[src/rtl/cache_mem_arbiter_pkg.sv]
// Shared cache/memory message types plus the arbiter's ID width and state encoding.
// The arbiter top and its ID queue both import this package.
package cache_mem_arbiter_pkg;

  typedef struct packed {
    logic [2:0]  msg_type;
    logic [7:0]  opaque;
    logic [31:0] addr;
    logic [1:0]  len;
    logic [31:0] data;
  } mem_req_4B_t;

  typedef struct packed {
    logic [2:0]  msg_type;
    logic [7:0]  opaque;
    logic [1:0]  test;
    logic [1:0]  len;
    logic [31:0] data;
  } mem_resp_4B_t;

  localparam int ARB_ID_W = 1;

  typedef enum logic {
    ARB_IDLE  = 1'b0,
    ARB_BURST = 1'b1
  } arb_state_t;

endpackage

[src/rtl/cache_mem_arb_id_queue.sv]
// FIFO of requester IDs for memory requests still awaiting a response.
// A push is refused while full, even if a pop happens in the same cycle.
module cache_mem_arb_id_queue
  import cache_mem_arbiter_pkg::*;
#(
  parameter int MAX_OUT = 4
) (
  input  logic                clk,
  input  logic                reset,
  input  logic                i_push,
  input  logic [ARB_ID_W-1:0] i_push_id,
  input  logic                i_pop,
  output logic [ARB_ID_W-1:0] o_head_id,
  output logic                o_full,
  output logic                o_empty
);

  localparam int PTR_W = (MAX_OUT > 1) ? $clog2(MAX_OUT) : 1;
  localparam int CNT_W = $clog2(MAX_OUT + 1);

  logic [ARB_ID_W-1:0] r_mem [MAX_OUT];
  logic [PTR_W-1:0]    r_wr_ptr;
  logic [PTR_W-1:0]    r_rd_ptr;
  logic [CNT_W-1:0]    r_count;
  logic                w_push_ok;
  logic                w_pop_ok;

  function automatic logic [PTR_W-1:0] next_ptr(input logic [PTR_W-1:0] p);
    return (p == PTR_W'(MAX_OUT - 1)) ? '0 : p + PTR_W'(1);
  endfunction

  assign o_full    = (r_count == CNT_W'(MAX_OUT));
  assign o_empty   = (r_count == '0);
  assign w_push_ok = i_push & ~o_full;
  assign w_pop_ok  = i_pop & ~o_empty;
  assign o_head_id = r_mem[r_rd_ptr];

  // NOTE: sequential state uses non-blocking <= so every register samples pre-edge values.
  always_ff @(posedge clk) begin
    if (reset) begin
      r_wr_ptr <= '0;
      r_rd_ptr <= '0;
      r_count  <= '0;
    end else begin
      if (w_push_ok) r_wr_ptr <= next_ptr(r_wr_ptr);
      if (w_pop_ok)  r_rd_ptr <= next_ptr(r_rd_ptr);
      case ({w_push_ok, w_pop_ok})
        2'b10:   r_count <= r_count + CNT_W'(1);
        2'b01:   r_count <= r_count - CNT_W'(1);
        default: ;
      endcase
    end
  end

  // NOTE: ID storage is not reset; r_count alone decides which entries are meaningful.
  always_ff @(posedge clk) begin
    if (w_push_ok) r_mem[r_wr_ptr] <= i_push_id;
  end

endmodule

[src/rtl/cache_mem_arbiter.sv]
// Round-robin burst arbiter sharing one memory port between the I-cache (port 0)
// and D-cache (port 1); in-order responses are routed back via an outstanding-ID queue.
module cache_mem_arbiter
  import cache_mem_arbiter_pkg::*;
#(
  parameter int BEATS   = 16,
  parameter int MAX_OUT = 4
) (
  input  logic         clk,
  input  logic         reset,

  input  logic         i_req0_val,
  output logic         o_req0_rdy,
  input  mem_req_4B_t  i_req0_msg,
  output logic         o_resp0_val,
  input  logic         i_resp0_rdy,
  output mem_resp_4B_t o_resp0_msg,

  input  logic         i_req1_val,
  output logic         o_req1_rdy,
  input  mem_req_4B_t  i_req1_msg,
  output logic         o_resp1_val,
  input  logic         i_resp1_rdy,
  output mem_resp_4B_t o_resp1_msg,

  output logic         o_memreq_val,
  input  logic         i_memreq_rdy,
  output mem_req_4B_t  o_memreq_msg,
  input  logic         i_memresp_val,
  output logic         o_memresp_rdy,
  input  mem_resp_4B_t i_memresp_msg
);

  localparam int CNT_W = (BEATS > 1) ? $clog2(BEATS) : 1;

  arb_state_t          r_state;
  arb_state_t          w_state_next;
  logic                r_owner;
  logic                w_owner_next;
  logic                r_prio;
  logic                w_prio_next;
  logic [CNT_W-1:0]    r_count;
  logic [CNT_W-1:0]    w_count_next;
  logic [CNT_W:0]      w_count_inc;
  logic                w_last_beat;

  logic                w_grant;
  logic                w_grant_val;
  logic                w_port_rdy;
  logic                w_fire;
  logic                w_pop;
  logic                w_q_full;
  logic                w_q_empty;
  logic [ARB_ID_W-1:0] w_q_head;

  // One bit wider than r_count so the final beat compares against BEATS without wrapping.
  assign w_count_inc = {1'b0, r_count} + (CNT_W + 1)'(1);
  assign w_last_beat = (w_count_inc == (CNT_W + 1)'(BEATS));

  // NOTE: every signal driven here gets a default first, so no latch can be inferred.
  always_comb begin
    w_state_next = r_state;
    w_owner_next = r_owner;
    w_prio_next  = r_prio;
    w_count_next = r_count;
    w_grant      = r_owner;
    w_grant_val  = 1'b0;

    case (r_state)
      ARB_IDLE: begin
        w_grant     = (i_req0_val & i_req1_val) ? r_prio : i_req1_val;
        w_grant_val = i_req0_val | i_req1_val;
      end
      ARB_BURST: w_grant_val = r_owner ? i_req1_val : i_req0_val;
      default: ;
    endcase

    w_fire = w_grant_val & i_memreq_rdy & ~w_q_full;

    if (w_fire) begin
      if (r_state == ARB_IDLE) begin
        w_owner_next = w_grant;
        w_prio_next  = ~w_grant;
        if (BEATS > 1) begin
          w_count_next = CNT_W'(1);
          w_state_next = ARB_BURST;
        end
      end else if (w_last_beat) begin
        w_state_next = ARB_IDLE;
        w_count_next = '0;
      end else begin
        w_count_next = w_count_inc[CNT_W-1:0];
      end
    end
  end

  always_ff @(posedge clk) begin
    if (reset) begin
      r_state <= ARB_IDLE;
      r_owner <= 1'b0;
      r_prio  <= 1'b0;
      r_count <= '0;
    end else begin
      r_state <= w_state_next;
      r_owner <= w_owner_next;
      r_prio  <= w_prio_next;
      r_count <= w_count_next;
    end
  end

  // Request path: memreq_rdy only reaches the rdy outputs, never memreq_val.
  assign w_port_rdy   = i_memreq_rdy & ~w_q_full;
  assign o_memreq_val = w_grant_val & ~w_q_full;
  assign o_memreq_msg = w_grant ? i_req1_msg : i_req0_msg;
  assign o_req0_rdy   = w_port_rdy & ~w_grant;
  assign o_req1_rdy   = w_port_rdy & w_grant;

  assign o_resp0_val   = i_memresp_val & ~w_q_empty & (w_q_head == 1'b0);
  assign o_resp1_val   = i_memresp_val & ~w_q_empty & (w_q_head == 1'b1);
  assign o_resp0_msg   = i_memresp_msg;
  assign o_resp1_msg   = i_memresp_msg;
  assign o_memresp_rdy = ~w_q_empty & (w_q_head[0] ? i_resp1_rdy : i_resp0_rdy);
  assign w_pop         = i_memresp_val & o_memresp_rdy;

  cache_mem_arb_id_queue #(
    .MAX_OUT (MAX_OUT)
  ) u_id_queue (
    .clk       (clk),
    .reset     (reset),
    .i_push    (w_fire),
    .i_push_id (w_grant),
    .i_pop     (w_pop),
    .o_head_id (w_q_head),
    .o_full    (w_q_full),
    .o_empty   (w_q_empty)
  );

endmodule
[config.mk]
export PLATFORM = sky130hd
export DESIGN_NAME = cache_mem_arbiter
export DESIGN_NICKNAME = d
export VERILOG_FILES = /design/src/rtl/cache_mem_arbiter_pkg.sv /design/src/rtl/cache_mem_arb_id_queue.sv /design/src/rtl/cache_mem_arbiter.sv
export SDC_FILE = /design/constraint.sdc
export NUM_CORES = 1
export LEC_CHECK = 0
export BUFFER_PORTS_ARGS = -buffer_cell sky130_fd_sc_hd__buf_2
export CORE_AREA = 2 2 148 150
export CTS_CLUSTER_DIAMETER = 50
export DETAILED_ROUTE_END_ITERATION = 7
export DIE_AREA = 0 0 150 152
export GPL_ROUTABILITY_DRIVEN = 0
export REMOVE_ABC_BUFFERS = 1
export SETUP_SLACK_MARGIN = 0.5
export SLEW_MARGIN = 20
export SYNTH_ARGS = -nofsm -noshare
export SYNTH_HDL_FRONTEND = slang
export SYNTH_SLANG_ARGS = --single-unit
[constraint.sdc]
create_clock -name clk -period 4.9 [get_ports clk]
set_input_delay 0.245 -clock clk [delete_from_list [all_inputs] [get_ports clk]]
set_output_delay 0.245 -clock clk [all_outputs]
set_load 0.03 [all_outputs]
==> flow_metrics.py, run 1 <==
metrics = {
    "status": {
        "status": "complete, no violations",
    },
    "critical_path": {
        "crit_buf_inv": 3,
        "cp.arrival_ps": 2720,
        "cpLargestDelayFamily": "buffers and inverters",
        "required_ps": 4660,
        "cp_max_fo": 48,
        "endpoint_kind": "primary output",
        "cp_cell_sequence": "nand2_1 > o21ai_4 > buf_16 > buf_4 > mux2_2 > buf_2",
        "slowest_delay_ps": 660,
        "start_kind": "register",
        "slowest_stage": "dfxtp_1",
        "worstSetupPathType": "reg -> out",
    },
    "die": {
        "fp.dieArea_mm2": 0.0228,
        "die_y_um": 152,
        "fp.dieW_um": 150,
        "core_area_mm2": 0.0214,
        "fp-row-count": 54,
        "ioPinCount": 386,
        "start_util": 0.125,
    },
    "final_layout": {
        "area_delta_synth_final_pct": 35.5,
        "drive_above_1_share": 0.769,
        "antennaDiodeCount": 0,
        "num-nets-final": 650,
    },
    "detailed_routing": {
        "post-route-drc-count": 0,
        "met1_length_um": 5710,
        "drt-initial-drc-count": 94,
        "wl_per_cell_um": 20.5,
        "wl_met2_um": 5340,
        "viasPerCell": 3.76,
        "dr.pass1.iters": 4,
        "wirelength_um": 14600,
        "wl_met3_um": 3180,
        "ant_nets": 0,
        "vias": 2680,
        "maxUsedRoutingLayer": "met5",
    },
    "timing": {
        "slew_violations": 0,
        "fmax_mhz": 337,
        "period_needed_ps": 2970,
        "relSlewSlack": 0.448,
        "fin_crit_sh": 0.605,
        "setup_tns_ps": 0,
        "finalHoldViolCount": 0,
        "tightest_slew_ps": 828,
        "skew_ps": 2.76,
        "rsz0062_at_grt": "false",
        "setup_viol": 0,
    },
    "synth": {
        "synth.most_common_cell": "buf_4",
        "seq_area_frac_synth": 0.165,
        "async_reset_ff_frac": 0,
        "yosys.area.top_type": "mux2_2",
        "yosys.area.top_type_share": 0.324,
        "yosysUniqueCellTypes": 35,
        "syn_area_mm2": 0.00267,
        "ys_seq_elements": 20,
        "syn_inst": 287,
        "synth_area_leaders": "mux2_2, buf_4, dfxtp_1",
        "syn_avg_cell_area_um2": 9.32,
        "synth_common_cells": "buf_4, mux2_2, dfxtp_1",
        "ys.flop_type": "dfxtp_1",
        "synth_edf_count": 4,
        "ys_warn_count": 0,
    },
    "clocking": {
        "cts_made_buffers": 3,
        "cts.path.max_buffers": 2,
        "cts_resized": 0,
        "cts.clk_slew.worst_paths_ps": 60,
        "h-tree-depth": 1,
        "post_cts_buffers": 0,
        "cts.root.buffer_cell": "clkbuf_16",
        "tritoncts": "built",
        "hold_buffers": 0,
        "clkSinkCount": 20,
        "insertion_delay_ps": 250,
    },
    "hold_path": {
        "min_path_type": "in -> reg",
    },
    "run": {
        "max-cap-violations": 0,
    },
    "global_route": {
        "gr-total-overflow": 0,
        "grt_pass1_wl_um": 19400,
        "grt.total_usage": 0.120,
        "grt_pass1_vias": 2561,
        "grt_max_degree": 49,
        "antenna_found_initial": 0,
    },
    "power": {
        "p_leak_nw": 1.71,
        "power_per_cell_area_mw_per_mm2": 245,
        "ir_worst_vdd_uv": 149,
        "p_total_w": 0.000887,
    },
    "placed_design": {
        "place_hpwl_um": 12600,
        "io_buffers": 244,
    },
}
-- report_power, final --
| part | total, W | internal (W) | switching, W | leakage (nW) |
|---|---|---|---|---|
| Combinational | 0.000484 | 0.000197 | 0.000287 | 1.49 |
| Sequential | 0.000201 | 0.000184 | 0.0000177 | 0.168 |
| Clock | 0.000202 | 0.000141 | 0.0000609 | 0.0493 |
| Total | 0.000887 | 0.000522 | 0.000366 | 1.71 |
-- metal layers --
metal | vias to the layer above | GRT usage
met1 | 1172 | 0.134
met4 | 8 | 0.0157
met3 | 20 | 0.128
li1 | 1184 | -
met5 | - | 0.0935
met2 | 296 | 0.149
-- cell type report --
cell class                      count  area, µm²
Clock buffer                        4        100
Multi-Input combinational cell    153       1440
Inverter                            9       33.8
Timing Repair Buffer              246       1260
Sequential cell                    20        440
Tap cell                          280        350
Fill cell                        2454      17700
-- layout by cell type, fill, tap and decap left out, types with 3 or more instances in the layout --
cell type / instances
edfxtp_1: 4
nand2_1: 4
ha_1: 7
dfxtp_1: 16
nor2_1: 14
inv_1: 9
nand2b_1: 5
mux2_2: 77
a21oi_1: 6
and2_1: 5
o21ai_0: 4
buf_2: 244
nor3_1: 3
clkbuf_16: 4
mux2i_1: 6
-- registers in the layout, indices dropped and copies added (netlist names), named ones only --
signal and cells:
r_state 1, u_id_queue.r_wr_ptr 2, u_id_queue.r_rd_ptr 2, r_count 4, u_id_queue.r_mem 4, r_owner 1, u_id_queue.r_count 3, r_prio 1
-- worst paths after layout --
path	startpoint	endpoint	slack, ps	cells after the start
min reg2reg	r_count[0]	r_count[0]	480	1
min	i_req1_val	r_prio	240	2
max	r_state	o_memreq_msg[33]	1930	6
max reg2reg	register	u_id_queue.r_count[2]	2360	8
-- through the flow --
stage               setup WS (ps)   util  std cells  hold slack, ps  area, µm²
finish                       1930  0.170        712             241       3620
detailed placement           1770  0.164        707             477       3500
floorplan                    -231      -        182             313       1910
global placement             1880  0.164        707             474       3500
global route                 1740  0.170        712             255       3620
CTS                          1570  0.168        711             241       3600
-- cell families after synthesis --
logic type | Yosys count | synth area share
buf+inv | 114 | 0.300
mux | 85 | 0.360
simple gates | 37 | 0.0679
compound gates | 21 | 0.0604
flops | 20 | 0.165
fa+ha+maj | 8 | 0.0402
xor+xnor | 2 | 0.00655
Power figures use the tool's default switching activity.
==> run 2, diff against run 1 <==
--- a/config.mk
+++ b/config.mk
@@ -5,11 +5,12 @@
 export SDC_FILE = /design/constraint.sdc
 export NUM_CORES = 1
 export LEC_CHECK = 0
+export ABC_AREA = 1
 export BUFFER_PORTS_ARGS = -buffer_cell sky130_fd_sc_hd__buf_2
-export CORE_AREA = 2 2 148 150
+export CORE_AREA = 2 2 150 152
 export CTS_CLUSTER_DIAMETER = 50
 export DETAILED_ROUTE_END_ITERATION = 7
-export DIE_AREA = 0 0 150 152
+export DIE_AREA = 0 0 152 154
 export GPL_ROUTABILITY_DRIVEN = 0
 export REMOVE_ABC_BUFFERS = 1
 export SETUP_SLACK_MARGIN = 0.5
==> constraint.sdc (replaced) <==
create_clock -name clk -period 2.9 [get_ports clk]
set_input_delay 0.145 -clock clk [delete_from_list [all_inputs] [get_ports clk]]
set_output_delay 0.145 -clock clk [all_outputs]
set_load 0.03 [all_outputs]
==> flow_metrics.py, run 2 <==
metrics = {
    "status": {
        "status": "complete, no violations",
    },
    "detailed_routing": {
        "drt-initial-drc-count": 176,
        "post-route-drc-count": 0,
        "dr.pass1.iters": 5,
        "wl_per_cell_um": 18.0,
        "wirelength_um": 16200,
        "vias": 3443,
        "viasPerCell": 3.81,
        "ant_nets": 0,
    },
    "die": {
        "die_y_um": 154,
        "ioPinCount": 386,
        "fp-row-count": 54,
        "core_area_mm2": 0.0217,
        "fp.dieArea_mm2": 0.0234,
        "start_util": 0.126,
        "fp.dieW_um": 152,
    },
    "final_layout": {
        "final_cell_mix": "nand2_1, buf_2, inv_1",
        "reg.largest.list": "r_count x4, u_id_queue.r_mem x4, u_id_queue.r_count x3",
        "drive_above_1_share": 0.414,
        "area_delta_synth_final_pct": 33.8,
        "num-nets-final": 841,
        "multiInputGateArea_mm2": 0.00139,
        "regArea_um2": 440,
        "layout.core_utilization": 0.168,
        "antennaDiodeCount": 0,
        "final_common_cell": "nand2_1",
        "fill_cells": 2529,
    },
    "clocking": {
        "clkSinkCount": 20,
        "h-tree-depth": 1,
        "insertion_delay_ps": 250,
        "post_cts_buffers": 0,
        "cts.clk_slew.worst_paths_ps": 60,
        "hold_buffers": 0,
        "tritoncts": "built",
        "cts_made_buffers": 3,
        "cts.path.max_buffers": 2,
        "cts.root.buffer_cell": "clkbuf_16",
        "cts_resized": 0,
    },
    "synth": {
        "yosys.area.top_type_share": 0.359,
        "synth_edf_count": 4,
        "seq_area_frac_synth": 0.161,
        "yosys.area.top_type": "nand2_1",
        "syn_area_mm2": 0.00273,
        "synth_area_leaders": "nand2_1, buf_4, dfxtp_1",
        "syn_avg_cell_area_um2": 5.65,
        "ys_seq_elements": 20,
        "ys_warn_count": 0,
        "yosysUniqueCellTypes": 24,
        "synth_common_cells": "nand2_1, buf_4, inv_1",
        "syn_inst": 483,
        "ys.flop_type": "dfxtp_1",
        "async_reset_ff_frac": 0,
        "synth.most_common_cell": "nand2_1",
    },
    "timing": {
        "rsz0062_at_grt": "false",
        "setup_viol": 0,
        "slew_violations": 0,
        "period_needed_ps": 2100,
        "finalHoldViolCount": 0,
        "fin_crit_sh": 0.725,
        "tightest_slew_ps": 483,
        "skew_ps": 1.73,
        "fmax_mhz": 475,
        "relSlewSlack": 0.677,
        "setup_tns_ps": 0,
    },
    "global_route": {
        "gr-total-overflow": 0,
        "antenna_found_initial": 1,
        "grt.total_usage": 0.130,
        "grt_pass1_wl_um": 22200,
        "grt_pass1_vias": 3175,
        "grt_max_degree": 84,
    },
    "hold_path": {
        "holdPathStages": 2,
        "hold_start": "reset",
        "min_path_type": "in -> reg",
    },
    "power": {
        "p_leak_nw": 2.21,
        "ir_worst_vdd_uv": 206,
        "power_per_cell_area_mw_per_mm2": 465,
    },
    "critical_path": {
        "cp.arrival_ps": 2240,
        "required_ps": 3030,
        "endpoint_kind": "register",
        "cp_max_fo": 5,
        "start_kind": "register",
        "worstSetupPathType": "reg -> reg",
        "worst-r2r-cell-count": 13,
    },
    "placed_design": {
        "place_hpwl_um": 14400,
        "io_buffers": 244,
    },
    "run": {
        "max-cap-violations": 0,
    },
}
[run 2: cell count changes after synthesis, sizes merged, moves of 5 or more]
cell    change
nand2     +259
inv        +17
buf         +6
nand3       +5
nand2b      -5
mux2       -77
mux2i       -7
nor2        +7
a21oi       +5
and2        -5
[run 2: metal layers]
metal,GRT usage,wire [µm],vias to the layer above
met3,0.126,3450,20
met1,0.135,5730,1442
met4,0.0134,105,8
met5,0.0787,277,-
met2,0.188,6660,329
li1,-,-,1644
[run 2: area by class of cell]
| class | count | area share |
|---|---|---|
| inverter | 27 | 0.0277 |
| timing repair buffer | 247 | 0.347 |
| sequential | 20 | 0.121 |
| tap | 280 | 0.0959 |
| clock buffer | 3 | 0.0206 |
| multi-input combinational | 325 | 0.380 |
| clock inverter | 1 | 0.00822 |
[run 2: worst max-delay path, cell delays in order, from the launching register on]
cell,delay (ps)
dfxtp_1,350
inv_1,70
nand2_1,60
nand3_1,100
nand3_1,150
nand3_2,130
inv_1,80
ha_1,130
inv_1,60
fa_1,370
a21oi_1,140
o21ai_0,120
o21ai_0,180
a21oi_1,50
[run 2: cells by family (layout without fill, tap and decap cells)]
kind of cell               Yosys count  in the layout  synth area share
and+or+nand+nor                    293            293             0.414
xor gates and xnor gates             2              2           0.00642
buffers and inverters              138            278             0.335
adders and majority gates            8              8            0.0394
DFF                                 20             20             0.161
AOI/OAI and AO/OA                   22             22            0.0440
[run 2: worst paths after layout]
check             slack [ps]                    end
setup / recovery         800  u_id_queue.r_count[2]
hold / removal           160                r_state
setup reg to reg         800  u_id_queue.r_count[2]
hold reg to reg          500                 r_prio
[run 2: report_power, final]
group	switching, W	total [W]	internal, W
Clock	0.000100	0.000373	0.000273
Sequential	0.0000180	0.000334	0.000316
Combinational	0.000691	0.000992	0.000301
[run 2: through the flow]
| step | worst slack (ps) | cell area [µm²] | cells | power, W | hold WS [ps] |
|---|---|---|---|---|---|
| 2_1_floorplan | 304 | 1920 | 372 | 0.000952 | 214 |
| 3_3_place_gp | 833 | 3540 | 899 | 0.00133 | 290 |
| 3_5_place_dp | 785 | 3540 | 899 | 0.00134 | 290 |
| 4_1_cts | 755 | 3650 | 903 | 0.00172 | 161 |
| 5_1_grt | 514 | 3650 | 903 | 0.00182 | 167 |
| 6_report | 797 | 3650 | 903 | 0.00170 | 163 |
